--- src/rtl/l2cache_pkg.sv ---
// Shared definitions for the L2 cache controller: FSM states, request
// source codes and cache-maintenance opcodes.
package l2cache_pkg;

    typedef enum logic [3:0] {
        S_IDLE         = 4'd0,
        S_LOOKUP       = 4'd1,
        S_OP           = 4'd2,
        S_CHK_DIRTY    = 4'd3,
        S_WB           = 4'd4,
        S_REFILL_REQ   = 4'd5,
        S_REFILL_WAIT  = 4'd6,
        S_REFILL_WRITE = 4'd7,
        S_SUC_W        = 4'd8
    } state_t;

    // Request source encoding, shared by req_from and rbuf_from.
    localparam logic [1:0] SRC_NONE = 2'b00;
    localparam logic [1:0] SRC_IRD  = 2'b01;
    localparam logic [1:0] SRC_DRD  = 2'b10;
    localparam logic [1:0] SRC_DWR  = 2'b11;

    // Cache-maintenance opcodes; the unused code 3 behaves as OPC_INIT.
    localparam logic [1:0] OPC_INIT    = 2'd0;
    localparam logic [1:0] OPC_INV_IDX = 2'd1;
    localparam logic [1:0] OPC_HIT_INV = 2'd2;

endpackage

--- src/rtl/l2cache_prio_enc.sv ---
// Lowest-set-bit encoder: turns the per-way hit vector into a way index.
module l2cache_prio_enc
    import l2cache_pkg::*;
#(
    parameter int WAYS  = 4,
    parameter int IDX_W = $clog2(WAYS)
) (
    input  logic [WAYS-1:0]  i_vec,
    output logic [IDX_W-1:0] o_idx,
    output logic             o_valid
);

    // Scan from the top down so the lowest set bit is the last one written.
    always_comb begin
        o_idx   = {IDX_W{1'b0}};
        o_valid = |i_vec;
        for (int i = WAYS - 1; i >= 0; i--) begin
            o_idx = i_vec[i] ? IDX_W'(i) : o_idx;
        end
    end

endmodule

--- src/rtl/l2cache_fsm_ctrl.sv ---
// L2 cache control FSM: lookup, hit pipelining, dirty writeback, refill,
// strongly-ordered accesses and cache-maintenance ops. All outputs are
// decoded combinationally from the current state and inputs.
module l2cache_fsm_ctrl
    import l2cache_pkg::*;
#(
    parameter int WAYS   = 4,
    parameter int WAY_W  = $clog2(WAYS),
    parameter int PAR_WB = 0
) (
    input  logic             clk,
    input  logic             rst,
    input  logic [1:0]       req_from,
    input  logic             req_op,
    output logic             icache_addr_ok,
    output logic             icache_data_ok,
    output logic             dcache_addr_ok,
    output logic             dcache_data_ok,
    output logic             mem_req_r,
    output logic             mem_req_w,
    output logic             mem_rdy,
    input  logic             mem_addr_ok_r,
    input  logic             mem_addr_ok_w,
    input  logic             mem_data_ok,
    output logic             rbuf_we,
    input  logic [1:0]       rbuf_from,
    input  logic             rbuf_op,
    input  logic [1:0]       rbuf_opcode,
    input  logic [WAY_W-1:0] rbuf_way,
    input  logic             rbuf_suc,
    input  logic [WAYS-1:0]  hit,
    input  logic [WAY_W-1:0] victim_way,
    input  logic             dirty,
    output logic [WAYS-1:0]  use_way,
    output logic [WAYS-1:0]  data_we,
    output logic [WAYS-1:0]  tagv_inval,
    output logic             tagv_init,
    output logic             data_refill,
    output logic             data_wb,
    output logic             dirty_set,
    output logic             dirty_clr,
    output logic             choose_return,
    output logic [WAY_W-1:0] sel_way
);

    localparam logic PAR_EN = (PAR_WB != 0);

    state_t             r_state;
    state_t             w_next;
    logic [WAY_W-1:0]   r_vway;
    logic [WAY_W-1:0]   w_vway_nx;
    logic               r_rd_acc;
    logic               w_rd_acc_nx;
    logic [WAY_W-1:0]   w_hit_idx;
    logic               w_any_hit;
    logic               w_new_req;
    logic               w_cap_iok;
    logic               w_cap_dok;
    logic               w_src_ird;
    logic               w_src_drd;
    logic               w_src_dwr;

    function automatic logic [WAYS-1:0] way_onehot(input logic [WAY_W-1:0] idx);
        way_onehot = {{(WAYS-1){1'b0}}, 1'b1} << idx;
    endfunction

    l2cache_prio_enc #(
        .WAYS  (WAYS),
        .IDX_W (WAY_W)
    ) u_hit_enc (
        .i_vec   (hit),
        .o_idx   (w_hit_idx),
        .o_valid (w_any_hit)
    );

    // A new request is accepted only when no cache op is pending; the
    // dcache address handshake is held back for strongly-ordered traffic.
    assign w_new_req = (req_from != SRC_NONE);
    assign w_cap_iok = (req_from == SRC_IRD);
    assign w_cap_dok = req_from[1] & ~rbuf_suc;
    assign w_src_ird = (rbuf_from == SRC_IRD);
    assign w_src_drd = (rbuf_from == SRC_DRD);
    assign w_src_dwr = (rbuf_from == SRC_DWR);

    // State, latched victim way and early-read-accept flag.
    always_ff @(posedge clk) begin
        if (rst) begin
            r_state  <= S_IDLE;
            r_vway   <= {WAY_W{1'b0}};
            r_rd_acc <= 1'b0;
        end else begin
            r_state  <= w_next;
            r_vway   <= w_vway_nx;
            r_rd_acc <= w_rd_acc_nx;
        end
    end

    // Next-state and output decode; reset holds every output at zero.
    always_comb begin
        w_next         = r_state;
        w_vway_nx      = r_vway;
        w_rd_acc_nx    = r_rd_acc;
        icache_addr_ok = 1'b0;
        icache_data_ok = 1'b0;
        dcache_addr_ok = 1'b0;
        dcache_data_ok = 1'b0;
        mem_req_r      = 1'b0;
        mem_req_w      = 1'b0;
        mem_rdy        = 1'b0;
        rbuf_we        = 1'b0;
        use_way        = {WAYS{1'b0}};
        data_we        = {WAYS{1'b0}};
        tagv_inval     = {WAYS{1'b0}};
        tagv_init      = 1'b0;
        data_refill    = 1'b0;
        data_wb        = 1'b0;
        dirty_set      = 1'b0;
        dirty_clr      = 1'b0;
        choose_return  = 1'b0;
        sel_way        = {WAY_W{1'b0}};

        if (rst) begin
            w_next = S_IDLE;
        end else begin
            case (r_state)
                S_IDLE: begin
                    if (req_op) begin
                        w_next = S_OP;
                    end else if (w_new_req) begin
                        rbuf_we        = 1'b1;
                        icache_addr_ok = w_cap_iok;
                        dcache_addr_ok = w_cap_dok;
                        w_next         = S_LOOKUP;
                    end else begin
                        w_next = S_IDLE;
                    end
                end

                S_LOOKUP: begin
                    if (rbuf_suc) begin
                        w_next = w_src_dwr ? S_SUC_W : S_REFILL_REQ;
                    end else if (w_any_hit) begin
                        use_way        = way_onehot(w_hit_idx);
                        sel_way        = w_hit_idx;
                        icache_data_ok = w_src_ird;
                        dcache_data_ok = w_src_drd;
                        data_we        = w_src_dwr ? way_onehot(w_hit_idx) : {WAYS{1'b0}};
                        dirty_set      = w_src_dwr;
                        // Hit pipelining: accept the next request while serving this hit.
                        if (w_new_req && !req_op) begin
                            rbuf_we        = 1'b1;
                            icache_addr_ok = w_cap_iok;
                            dcache_addr_ok = w_cap_dok;
                            w_next         = S_LOOKUP;
                        end else begin
                            w_next = S_IDLE;
                        end
                    end else begin
                        w_vway_nx = victim_way;
                        w_next    = S_CHK_DIRTY;
                    end
                end

                S_OP: begin
                    case (rbuf_opcode)
                        OPC_INV_IDX: begin
                            tagv_inval = way_onehot(rbuf_way);
                            w_vway_nx  = rbuf_way;
                            w_next     = S_CHK_DIRTY;
                        end
                        OPC_HIT_INV: begin
                            if (w_any_hit) begin
                                tagv_inval = way_onehot(w_hit_idx);
                                w_vway_nx  = w_hit_idx;
                                w_next     = S_CHK_DIRTY;
                            end else begin
                                w_next = S_IDLE;
                            end
                        end
                        default: begin
                            tagv_init = 1'b1;
                            sel_way   = rbuf_way;
                            w_next    = S_IDLE;
                        end
                    endcase
                end

                S_CHK_DIRTY: begin
                    sel_way = r_vway;
                    if (dirty) begin
                        data_wb = 1'b1;
                        w_next  = S_WB;
                    end else begin
                        w_next = rbuf_op ? S_IDLE : S_REFILL_REQ;
                    end
                end

                S_WB: begin
                    mem_req_w = 1'b1;
                    data_wb   = 1'b1;
                    sel_way   = r_vway;
                    // Overlapped refill read: remember an early read acceptance.
                    if (PAR_EN && !rbuf_op) begin
                        mem_req_r   = 1'b1;
                        w_rd_acc_nx = r_rd_acc | mem_addr_ok_r;
                    end else begin
                        w_rd_acc_nx = r_rd_acc;
                    end
                    if (mem_addr_ok_w) begin
                        w_rd_acc_nx = 1'b0;
                        if (rbuf_op) begin
                            w_next = S_IDLE;
                        end else if (r_rd_acc || (PAR_EN && mem_addr_ok_r)) begin
                            w_next = S_REFILL_WAIT;
                        end else begin
                            w_next = S_REFILL_REQ;
                        end
                    end else begin
                        w_next = S_WB;
                    end
                end

                S_REFILL_REQ: begin
                    mem_req_r = 1'b1;
                    w_next    = (mem_addr_ok_r || mem_data_ok) ? S_REFILL_WAIT : S_REFILL_REQ;
                end

                S_REFILL_WAIT: begin
                    mem_rdy = 1'b1;
                    if (mem_data_ok) begin
                        choose_return = 1'b1;
                        if (rbuf_suc) begin
                            rbuf_we        = 1'b1;
                            icache_data_ok = w_src_ird;
                            dcache_data_ok = w_src_drd;
                            w_next         = S_IDLE;
                        end else if (w_src_dwr) begin
                            data_refill = 1'b1;
                            data_we     = way_onehot(r_vway);
                            sel_way     = r_vway;
                            w_next      = S_REFILL_WRITE;
                        end else begin
                            data_refill    = 1'b1;
                            data_we        = way_onehot(r_vway);
                            sel_way        = r_vway;
                            use_way        = way_onehot(r_vway);
                            dirty_clr      = 1'b1;
                            rbuf_we        = 1'b1;
                            icache_data_ok = w_src_ird;
                            dcache_data_ok = w_src_drd;
                            w_next         = S_IDLE;
                        end
                    end else begin
                        w_next = S_REFILL_WAIT;
                    end
                end

                S_REFILL_WRITE: begin
                    data_we   = way_onehot(r_vway);
                    use_way   = way_onehot(r_vway);
                    dirty_set = 1'b1;
                    sel_way   = r_vway;
                    w_next    = S_IDLE;
                end

                S_SUC_W: begin
                    mem_req_w = 1'b1;
                    if (mem_addr_ok_w) begin
                        dcache_addr_ok = 1'b1;
                        w_next         = S_IDLE;
                    end else begin
                        w_next = S_SUC_W;
                    end
                end

                default: begin
                    w_next = S_IDLE;
                end
            endcase
        end
    end

endmodule

--- config.mk ---
export PLATFORM = sky130hd
export DESIGN_NAME = l2cache_fsm_ctrl
export DESIGN_NICKNAME = d
export VERILOG_FILES = /design/src/rtl/l2cache_pkg.sv /design/src/rtl/l2cache_prio_enc.sv /design/src/rtl/l2cache_fsm_ctrl.sv
export SDC_FILE = /design/constraint.sdc
export NUM_CORES = 1
export LEC_CHECK = 0
export ABC_CLOCK_PERIOD_IN_PS = 1800
export BUFFER_PORTS_ARGS = -buffer_cell sky130_fd_sc_hd__clkbuf_2
export CAP_MARGIN = 40
export CORE_ASPECT_RATIO = 1.1
export CORE_UTILIZATION = 49
export CTS_BUF_LIST = sky130_fd_sc_hd__clkbuf_16
export CTS_CLUSTER_DIAMETER = 100
export DETAILED_ROUTE_END_ITERATION = 12
export GPL_TIMING_DRIVEN = 1
export PLACE_DENSITY = 0.81
export SETUP_SLACK_MARGIN = 0.2
export SYNTH_ARGS = -nofsm -noshare
export SYNTH_HDL_FRONTEND = slang
export SYNTH_HIERARCHICAL = 1
export SYNTH_SLANG_ARGS = --single-unit
export TNS_END_PERCENT = 20
--- constraint.sdc ---
create_clock -name clk -period 1.8 [get_ports clk]
set_input_delay 0 -clock clk [delete_from_list [all_inputs] [get_ports clk]]
set_output_delay 0 -clock clk [all_outputs]
set_load 0.05 [all_outputs]
==> results of run 1 <==
-- per-layer routing --
| layer | overflow | track usage |
|---|---|---|
| met1 | 0 | 0.649 |
| met4 | 14 | 0.852 |
| met5 | 0 | 0 |
| met2 | 7 | 0.973 |
| met3 | 0 | 0.494 |
-- cells by family after synthesis --
kind of cell               Yosys count  synth area share
xor gates and xnor gates             1           0.00709
adders and majority gates            2            0.0203
AOI/OAI and AO/OA                   58             0.313
DFF                                  6            0.0973
and+or+nand+nor                    104             0.474
buffers and inverters               23            0.0719
muxes                                2            0.0162
-- what timing repair did --
item / in CTS
gates resized for setup: 57
setup buffers: 1
endpoints found under the setup margin: 27
pin swaps: 12
hold endpoints to repair: 0
gates cloned: 0
-- stage by stage --
| step | instance area, um2 | cells |
|---|---|---|
| 2_1_floorplan | 1390 | 196 |
| 3_3_place_gp | 1840 | 280 |
| 3_5_place_dp | 1840 | 280 |
| 4_1_cts | 2170 | 284 |
-- Yosys cell counts, types with 3 or more instances --
| library cell | count |
|---|---|
| a21oi_1 | 22 |
| a31oi_1 | 3 |
| a32oi_1 | 3 |
| and3_1 | 3 |
| buf_1 | 3 |
| clkbuf_1 | 9 |
| dfxtp_1 | 6 |
| inv_1 | 9 |
| nand2_1 | 16 |
| nand2b_1 | 12 |
| nand3_1 | 10 |
| nand3b_1 | 3 |
| nor2_1 | 19 |
| nor2b_1 | 7 |
| nor3_1 | 9 |
| nor3b_1 | 4 |
| o21ai_0 | 5 |
| o32ai_1 | 3 |
| or2_2 | 3 |
| or3_1 | 4 |
==> results.toml, run 1 <==
[place]
numPortBuffers = 50
dp_hpwl_mm = 3.56
place_ws_ns = -0.00193
gp_congestion = 0.963

[global_route]
grt_overflow = 21
grtUsageTotal = 0.709
grt_start_max_net_pins = 19

[run_status]
lastStage = "global routing (5_1_grt)"
outcome = "stopped before the end"
error_line = "[ERROR GRT-0232] Routing congestion too high. Check the congestion heatmap in the GUI."

[logic_synthesis]
synth_top_cell_by_area = "dfxtp_1"
synth_cells = 196
ys_seq_elements = 6
synth_top_area_frac = 0.0973
synth.distinct_cells = 51
yosysSeqAreaShare = 0.0973
synth_flop_cell = "dfxtp_1"
synthArstFlopShare = 0
synth_fp_nets = 221
avgSynthCellArea_um2 = 6.30
synthTopCellsByArea = "dfxtp_1 9.7%, a21oi_1 8.9%, nand2b_1 6.1%"
synth-edff-count = 0
synth_area_um2 = 1230
yosys_warnings = 6

[clock_tree]
cts_buffers = 3
hold_buffers = 0
cts_num_sinks = 6
clockBufferDepth = 2
cts-root-buf = "clkbuf_16"
htree_levels = 1

[timing]
worstEndpointType = "top-level output"
grt_worst_setup_endpoint = "use_way[1]"

[floorplan]
io_pins = 51
initial_core_util = 0.532
row_count = 18
die_height_um = 54.7
chipWidth_um = 49.9
==> inputs of run 2 (changes only) <==
CORE_AREA = 2 2 63 65   (was unset)
CORE_ASPECT_RATIO = unset   (was 1.1)
CORE_UTILIZATION = unset   (was 49)
CTS_BUF_LIST = unset   (was sky130_fd_sc_hd__clkbuf_16)
CTS_CLUSTER_DIAMETER = unset   (was 100)
DIE_AREA = 0 0 65 67   (was unset)
PLACE_DENSITY = unset   (was 0.81)
PLACE_DENSITY_LB_ADDON = 0.15   (was unset)
SETUP_SLACK_MARGIN = unset   (was 0.2)
==> run 2 against run 1 <==
Area after synthesis unchanged. Synthesized cell count unchanged. The flow now finishes, with violations (setup timing).
==> results.toml, run 2 <==
[run_status]
outcome = "finished with violations"
violations = "setup timing"

[cells_and_area]
final_cell_area_um2 = 2300
layout_common_cells = "29 x clkbuf_2, 28 x buf_4, 17 x nor2_1"
layout_commonest_cell = "clkbuf_2"
nets = 295
drive_gt1_frac = 0.485
reg_top3 = "r_state (4), r_vway (2)"
largest-register = "r_state"
nFillCells = 328
largest_reg_flops = 4
diodes = 0
instances_no_fill = 316
syn2layout_area_growth_pct = 86.4

[logic_synthesis]
yosys_warnings = 6
synth_most_common_cell = "a21oi_1"
ys_seq_elements = 6
yosysSeqAreaShare = 0.0973
synthArstFlopShare = 0
synth_area_um2 = 1230
synth_cells = 196
avgSynthCellArea_um2 = 6.30
synth_commonest_cells = "22 x a21oi_1, 19 x nor2_1, 16 x nand2_1, 12 x nand2b_1, 10 x nand3_1"
synth_top_area_frac = 0.0973
synth.distinct_cells = 51
synth_fp_nets = 221
synth_top_cell_by_area = "dfxtp_1"
synth_flop_cell = "dfxtp_1"
synth-edff-count = 0
synthTopCellsByArea = "dfxtp_1 9.7%, a21oi_1 8.9%, nand2b_1 6.1%"

[detailed_routing]
via_per_inst = 5.49
final_antenna_net_count = 0
drt_pass1_iterations = 4
route.detailed.drc = 0
vias = 1734
drtIter0Drc = 99
wl_per_cell_um = 14.5
routed_wl_mm = 4.59

[clock_tree]
clk_latency_ns = 0.22
htree_levels = 1
cts_tree = "built"
cts-root-buf = "clkbuf_8"
clkSlewWorstSetupHoldPaths_ns = 0.04
cts_num_sinks = 6
hold_buffers = 0
cts_buffers = 3
clockBufferDepth = 2

[floorplan]
initial_core_util = 0.342
core_area_um2 = 3610
row_count = 22
chipWidth_um = 65
io_pins = 51
die_height_um = 67
die_area_um2 = 4360

[timing]
max_freq_mhz = 518
fin_skew_ns = 0.00212
rsz0062_at_grt = "yes"
final_hold_viol_count = 0
drv_slew = 0
period_share = 1.07
fin_setup_tns_ns = -1.09
relSlewSlack = 0.763
period_needed_ns = 1.93
fin_ws_ns = -0.132
setup_viol_count_final = 14
worst_pin_slew_ns = 0.354

[place]
dpl_cell_area_um2 = 1930
dp_hpwl_mm = 3.43
place_ws_ns = -0.0667
dp.cells = 307
gp_congestion = 0.878
numPortBuffers = 50

[power_and_ir_drop]
p_per_area_nw_per_um2 = 397
p_leak_nw = 0.880
finalPower_w = 0.000915
vdd_drop_max_mv = 0.237

[job]
max_cap_viol_count = 0

[global_route]
grt_pass1_vias = 1624
grt_antenna_before_repair = 0
grt_pass1_wl_mm = 7.32
grt_start_max_net_pins = 17
grt_overflow = 0
grtUsageTotal = 0.212

[worst_setup_path]
r2r_start = "r_state[3]$_SDFF_PP0_"
crit_start = "r_state[1]$_SDFF_PP0_"
setup.worst_path.class = "flip-flop to primary output"
crit_fanout = 3
slowest_stage = "or3_4"
end_kind = "primary output"
worstPathArrival_ns = 1.93
crit_path_frequent_cell = "or3_4"
worstPathRequired_ns = 1.80
cp-start-kind = "flip-flop"
cpPeakStageDelay_ns = 0.38
crit_chain = "or3_4 -> or3_4 -> or3_4 -> a21oi_4 -> buf_12"

[worst_hold_path]
hold_path_class = "input port to flip-flop"
hold_start = "victim_way[1]"
[run 2: cell counts after synthesis]
Identical to the previous run, type by type.
[run 2: logic make-up after synthesis]
kind of cell | after synthesis | share of synthesized area
simple gates | 104 | 0.474
compound gates | 58 | 0.313
xor+xnor | 1 | 0.00709
fa+ha+maj | 2 | 0.0203
flops | 6 | 0.0973
buf+inv | 23 | 0.0719
mux | 2 | 0.0162
[run 2: routing by layer]
layer	track usage	part of all wire	vias up
met3	0.0220	0.034	4
met4	0.0718	0.011	0
li1	-	-	867
met1	0.249	0.42	814
met5	0	0	-
met2	0.398	0.53	49
[run 2: path summary, 6_finish.rpt]
check / to / slack [ns] / cells past startpoint
max reg2reg: r_vway[1]$_SDFFE_PP0P_ / 0.09 / 6
min: r_vway[1]$_SDFFE_PP0P_ / 0.13 / 3
min reg2reg: r_vway[1]$_SDFFE_PP0P_ / 0.70 / 2
max: data_we[1] / -0.13 / 5
[run 2: worst max-delay path, delay by kind of cell (launching register included)]
| kind | cells | cell delay (ns) |
|---|---|---|
| AO/OA/AOI/OAI | 1 | 0.17 |
| buffers and inverters | 1 | 0.15 |
| flip-flops | 1 | 0.32 |
| AND/OR/NAND/NOR | 3 | 1.07 |
[run 2: repair_timing]
action,4_1_cts,5_1_grt
setup endpoints to repair,20,22
gates cloned,0,0
resized for setup,41,28
pin swaps,8,7
setup buffers,2,4
[run 2: cell type report]
type                            count  area [um2]  area share
Sequential cell                     6         126      0.0549
Clock buffer                        3        41.3      0.0179
Inverter                            9        33.8      0.0147
Tap cell                           48        60.1      0.0261
Multi-Input combinational cell    167        1270       0.551
Timing Repair Buffer               83         772       0.335
[run 2: metrics by stage]
stage / util / hold slack [ns]
after floorplan: - / 0.107
after global placement: 0.534 / 0.345
after detailed placement: 0.534 / 0.330
after global routing: 0.638 / 0.153
after CTS: 0.603 / 0.105
final: 0.638 / 0.126
[run 2: where the power goes]
part	internal, W	leakage (nW)	switching (W)
combinational	0.000242	0.808	0.000299
clock	0.000143	0.0216	0.0000559
sequential	0.000149	0.0505	0.0000244
Power figures use the tool's default switching activity.
